## src/rtl/multi_timer.sv

```systemverilog
// rtl/multi_timer.sv - NCH-channel programmable period timer with periodic/one-shot modes
module multi_timer #(
  parameter int              NCH        = 4,
  parameter int              CNT_W      = 28,
  parameter int              CH_W       = 2,
  parameter logic [CNT_W-1:0] DEF_PERIOD = 28'h2FA_F080
) (
  input  logic             clk,
  input  logic             rst,
  input  logic [NCH-1:0]   en,
  input  logic [NCH-1:0]   mode,
  input  logic             wr_en,
  input  logic [CH_W-1:0]  wr_ch,
  input  logic [CNT_W-1:0] wr_period,
  output logic [NCH-1:0]   flg,
  output logic [NCH-1:0]   busy
);

  typedef enum logic [1:0] {
    ST_IDLE = 2'd0,
    ST_RUN  = 2'd1,
    ST_DONE = 2'd2
  } state_t;

  state_t             state_q  [NCH];
  state_t             state_d  [NCH];
  logic [CNT_W-1:0]   cnt_q    [NCH];
  logic [CNT_W-1:0]   cnt_d    [NCH];
  logic [CNT_W-1:0]   period_q [NCH];
  logic [CNT_W-1:0]   period_d [NCH];
  logic [NCH-1:0]     flg_q;
  logic [NCH-1:0]     flg_d;

  // State register: per-channel state, counter, period and the registered pulse
  always_ff @(posedge clk) begin
    if (rst) begin
      for (int i = 0; i < NCH; i++) begin
        state_q[i]  <= ST_IDLE;
        cnt_q[i]    <= CNT_W'(1);
        period_q[i] <= DEF_PERIOD;
      end
      flg_q <= '0;
    end else begin
      for (int i = 0; i < NCH; i++) begin
        state_q[i]  <= state_d[i];
        cnt_q[i]    <= cnt_d[i];
        period_q[i] <= period_d[i];
      end
      flg_q <= flg_d;
    end
  end

  // Next-state logic: count, terminal compare, mode handling and period writes
  always_comb begin
    flg_d = '0;
    for (int i = 0; i < NCH; i++) begin
      state_d[i]  = state_q[i];
      cnt_d[i]    = cnt_q[i];
      period_d[i] = period_q[i];

      // A zero period would never match the >= compare sensibly; treat it as 1.
      // Writes addressed beyond NCH match no channel and are dropped.
      if (wr_en && (wr_ch == CH_W'(i))) begin
        period_d[i] = (wr_period == '0) ? CNT_W'(1) : wr_period;
      end

      case (state_q[i])
        // IDLE holds cnt=1, so its first enabled edge is just the first counting
        // edge of RUN; sharing the branch also makes P=1 pulse on that edge.
        ST_IDLE, ST_RUN: begin
          if (!en[i]) begin
            state_d[i] = ST_IDLE;
            cnt_d[i]   = CNT_W'(1);
          end else if (cnt_q[i] >= period_q[i]) begin
            cnt_d[i]   = CNT_W'(1);
            flg_d[i]   = 1'b1;
            state_d[i] = mode[i] ? ST_DONE : ST_RUN;
          end else begin
            cnt_d[i]   = cnt_q[i] + CNT_W'(1);
            state_d[i] = ST_RUN;
          end
        end
        // One-shot finished: re-arm only after en has been seen low
        ST_DONE: begin
          cnt_d[i] = CNT_W'(1);
          if (!en[i]) begin
            state_d[i] = ST_IDLE;
          end
        end
        default: begin
          state_d[i] = ST_IDLE;
          cnt_d[i]   = CNT_W'(1);
        end
      endcase
    end
  end

  // Output logic: registered pulse and RUN-state busy flag
  always_comb begin
    flg = flg_q;
    for (int i = 0; i < NCH; i++) begin
      busy[i] = (state_q[i] == ST_RUN);
    end
  end

endmodule
```

## config.mk

```make
export PLATFORM = sky130hd
export DESIGN_NAME = multi_timer
export DESIGN_NICKNAME = d
export VERILOG_FILES = /design/src/rtl/multi_timer.sv
export SDC_FILE = /design/constraint.sdc
export NUM_CORES = 1
export LEC_CHECK = 0
export BUFFER_PORTS_ARGS = -buffer_cell sky130_fd_sc_hd__buf_4
export CAP_MARGIN = 20
export CORE_MARGIN = 2
export CORE_UTILIZATION = 62
export CTS_CLUSTER_SIZE = 24
export DETAILED_ROUTE_END_ITERATION = 6
export GPL_TIMING_DRIVEN = 0
export PLACE_DENSITY = 0.84
export SLEW_MARGIN = 20
export SYNTH_ARGS = -nofsm -noshare
export SYNTH_HDL_FRONTEND = slang
export SYNTH_SLANG_ARGS = --single-unit
```

## constraint.sdc

```tcl
create_clock -name clk -period 2.6 [get_ports clk]
set_clock_uncertainty 0.1 [all_clocks]
set_input_delay 0.26 -clock clk [delete_from_list [all_inputs] [get_ports clk]]
set_output_delay 0.26 -clock clk [all_outputs]
set_load 0.05 [all_outputs]
```

# [Word-level counts from Yosys, hierarchy flattened]
# Memory sizes are Yosys's and may differ from the RTL's.
# Cells that the tools add are included.
[word_totals] in_bits=41 out_inout_bits=8 wordCells=120 n_memories=3 ff_bits=4 ram_bits=232
[classes] reduce_logical=18 order_cmp=4 n_addsub=4 muxes=56 eq_ne=11 bitwise=20
[mem_list] memory="cnt_q" depth=4 word_bits=28 rd=4 rd_clocked_by_memory_dff=0 write_ports=4 line_no="27" rtl="logic [CNT_W-1:0] cnt_q [NCH];"
[mem_list] memory="period_q" depth=4 word_bits=28 rd=4 rd_clocked_by_memory_dff=0 write_ports=4 line_no="29" rtl="logic [CNT_W-1:0] period_q [NCH];"
[mem_list] memory="state_q" depth=4 word_bits=2 rd=4 rd_clocked_by_memory_dff=0 write_ports=4 line_no="25" rtl="state_t state_q [NCH];"
[ops] op="28-bit two-way mux" count=25
[ops] op="28-bit by 1-bit adder with 28-bit output (second input constant)" count=4
[ops] op="28-bit greater-or-equal comparator" count=4
[ops] op="2-bit two-way mux" count=20
[ops] op="28-bit zero test" count=1
[ops] op="2-bit one-hot mux with 2 select lines" count=4
[ops] op="2-bit == test (second input constant)" count=6
[ops] op="1-bit OR" count=12
[ops] op="3-bit OR reduction" count=4
[ops] op="2-bit by 1-bit == test with 1-bit output (second input constant)" count=5
[ops] op="2-bit zero test" count=5
[ops] op="1-bit NOT" count=8
[ops] op="2-bit OR reduction" count=4
[ops] op="1-bit two-way mux" count=7
[ops] op="1-bit logical AND" count=4

# [Longest topological paths before layout]
[depth] depth_word=5 mapped_depth=10 mapped_depth_nobuf=8

# [Worst setup path before layout]
# OpenSTA, ideal clock, no wires.
[synth_timing] kind="register to register" from="mem cnt_q[3][23]" to="mem cnt_q[3][13]" required_ns=2.438 synth_period_minus_slack_ns=2.267 path_stages_with_launch=10 t_arrival_ns=2.104 path_slack_ns=0.333 n_path_buf=2 setup_time_ns=0.062 path_cell_list="dfxtp_1 -> ha_1 -> nand4_4 -> nor3_2 -> a221oi_2 -> o211ai_1 -> or4_4 -> buf_6 -> buf_12 -> nor2_4"
[synth_lines] item="from (decl)" line_no="27"

==> impl_metrics.ini <==
[logic_synthesis]
synth.cell_area_um2 = 12100
synth_warnings = 0
asyncSetResetFlopFracSynth_pct = 0
synth_sequential_area_ratio_pct = 39.0
ys_seq_elements = 236
post_synth_main_area_contributors = sky130_fd_sc_hd__dfxtp_1 (39%), sky130_fd_sc_hd__ha_1 (12%), sky130_fd_sc_hd__nand2_1 (5.9%)
post-synth-top-area-fraction_pct = 39.0
post_synth_inst_count = 1421
synth_enable_flop_cells = 0
synth_top_cell_by_area = sky130_fd_sc_hd__dfxtp_1
syn_area_per_cell_um2 = 8.52
number_of_different_library_cells_in_the_post_synthesis_netlist = 60
dominantRegCellSynth = sky130_fd_sc_hd__dfxtp_1
synthesis.nets = 1578

[sta]
final_hold_viol_count = 0
maxSlewHeadroom_pct = 49.0
maximum_operating_frequency_ghz = 0.396
final_max_slew_viol_count = 0
setup_viol = 0
layout_min_cycle_time_ns = 2.53
whs_ns = 0.0227
tightest_slew_ns = 0.758
finalWorstSetupSlack_ns = 0.0724
fin_crit_sh_pct = 97.2

[finish]
fillCellCount = 1364
synth_to_final_area_change_pct = 16.8
final-instance-count-excl-fill = 1814
most-common-layout-cells = sky130_fd_sc_hd__dfxtp_1 (230), sky130_fd_sc_hd__nand2_1 (190), sky130_fd_sc_hd__nor2_1 (164), sky130_fd_sc_hd__inv_1 (123), sky130_fd_sc_hd__ha_1 (112)
antenna_cells = 0
layout.cells.most_common = sky130_fd_sc_hd__dfxtp_1
final_nets = 1689
drive_above_1_share_pct = 11.7

[floorplanning]
ioPinCount = 49
die_area_um2 = 20700
core.rowCount = 51
floorplan.core_area_um2 = 19300
die_x_um = 144
initial_core_util_pct = 62.6
dieHeight_um = 144

[worst_setup_path]
end_kind = flop
timing_worst_setup_path_type = flop to flop
r2r.worst_path.cells = 9
timing.critical_path.required_ns = 2.97
crit_arrival_ns = 2.90
worst-path-max-fanout = 10
critical_path.startpoint_type = flop

[global_routing]
number_of_global_route_vias_before_repair = 10079
grt.total_usage_pct = 28.7
grt_max_degree = 14
grt_overflow = 0
global_route_wire_length_before_repair_um = 48000
grt_antenna_before_repair = 0

[power_and_ir_drop]
netSwitchingFraction_pct = 23.5
power.net_switching_mw = 1.90
share_comb_of_total_power_pct = 8.0
internal_power_mw = 6.19
p_leak_nw = 5.72
share_clk_of_total_power_pct = 45.7
vdd_drop_max_uv = 556
p_seq_share_pct = 46.3
cellPowerDensity_nw_per_um2 = 573

[placement]
dpl.hpwl_um = 21000
preCtsSetupSlack_ns = 0.0382
gp_congestion = 0.897
dp.cells = 1733
numPortBuffers = 47

[clock_network]
cts.sink_count = 236
clock_tree.buffer_depth = 3
clk_pin_slew_ns = 0.06
htreeDepth = 1
worst_skew_pair.late_latency_ns = 0.53
cts_buffers = 25
clock-root-buffer = sky130_fd_sc_hd__clkbuf_16
tritoncts = yes

[run_status]
status = finished clean

[detailed_routing]
drt-initial-drc-count = 576
drc_errors = 0
detail-route-antenna-nets = 0
detail_route.vias_per_cell = 5.69
number_of_iterations_in_the_first_detailed_routing_pass = 7
drt_wl_total_um = 29700
detailroute.via_count = 10322
post_drt_wl_per_cell_um = 16.4

[min_path]
min-delay-path-class = primary input to flop
hold_path_depth = 3

[flow_run]
drv.max_cap_violation_count = 0
timing repair:
action | CTS | global route
setup endpoints to repair | 0 | 80
buffers inserted | 0 | 4
hold buffers | 33 | 0
endpoints found under the hold margin | 118 | 0
resized for setup | 0 | 25
path summary, 6_finish.rpt:
check          startpoint            end  slack [ns]
min reg2reg   cnt_q[1][0]    cnt_q[1][0]        0.34
min                 en[0]  state_q[0][1]        0.02
max          cnt_q[2][21]   cnt_q[2][18]        0.07
max reg2reg  cnt_q[2][21]   cnt_q[2][18]        0.07
critical path, stage by stage (launching register included):
cell and delay (ns):
sky130_fd_sc_hd__dfxtp_2 0.34, sky130_fd_sc_hd__ha_1 0.33, sky130_fd_sc_hd__a21oi_1 0.17, sky130_fd_sc_hd__nor2_1 0.08
sky130_fd_sc_hd__a211oi_2 0.30, sky130_fd_sc_hd__o211ai_1 0.16, sky130_fd_sc_hd__or4_1 0.56, sky130_fd_sc_hd__buf_6 0.15
sky130_fd_sc_hd__buf_8 0.16, sky130_fd_sc_hd__nor2_4 0.11
final cells by class:
cell class                      instances  area [µm²]  area share, %
Timing Repair Buffer                   84         713           5.05
Clock buffer                           35         723           5.12
Multi-Input combinational cell       1015        6780           48.0
Tap cell                              265         332           2.35
Buffer                                 47         260           1.84
Sequential cell                       236        4730           33.5
Clock inverter                          9         131          0.929
Inverter                              123         462           3.27
cell usage after synthesis (31+ instances only):
cell type and n:
sky130_fd_sc_hd__a211o_1 48, sky130_fd_sc_hd__a21oi_1 99, sky130_fd_sc_hd__clkbuf_1 34, sky130_fd_sc_hd__dfxtp_1 236, sky130_fd_sc_hd__ha_1 116, sky130_fd_sc_hd__inv_1 123
sky130_fd_sc_hd__nand2_1 191, sky130_fd_sc_hd__nand3_1 51, sky130_fd_sc_hd__nand4_1 31, sky130_fd_sc_hd__nor2_1 165, sky130_fd_sc_hd__xnor2_1 50, sky130_fd_sc_hd__xor2_1 54
metal layers:
metal,vias up,part of all wire (%),track usage [%]
met5,-,0,0
met1,4887,41,35.7
met3,100,5.6,3.93
li1,5035,-,-
met4,0,4.6,13.0
met2,300,49,49.6
flip-flops by register name, summed over array words and instances, names as in the netlist:
register	flops
state_q	8
cnt_q	112
flg	4
period_q	112
power by group through the flow:
stage	sequential, mW	combinational, mW	clock [mW]
floorplan	3.81	0.366	0
global placement	3.82	0.556	0
detailed placement	3.82	0.576	0
CTS	3.74	0.622	3.73
global route	3.75	0.708	3.89
finish	3.75	0.649	3.70
per-stage QoR:
| stage | utilization (%) | area [µm²] | power (mW) | TNS [ns] |
|---|---|---|---|---|
| 2_1_floorplan | - | 12100 | 4.18 | 0 |
| 3_3_place_gp | 66.2 | 12800 | 4.38 | 0 |
| 3_5_place_dp | 66.2 | 12800 | 4.40 | 0 |
| 4_1_cts | 72.3 | 14000 | 8.09 | 0 |
| 5_1_grt | 73.1 | 14100 | 8.35 | -0.119 |
| 6_report | 73.1 | 14100 | 8.09 | 0 |
kinds of logic after synthesis:
family          after synthesis  synth area share, %
flops                       236                 39.0
xor+xnor                    104                 7.52
fa+ha+maj                   116                 12.0
compound gates              205                 11.1
buf+inv                     170                 5.91
simple gates                590                 24.5
Note: power is estimated with default switching activity, not from simulation.
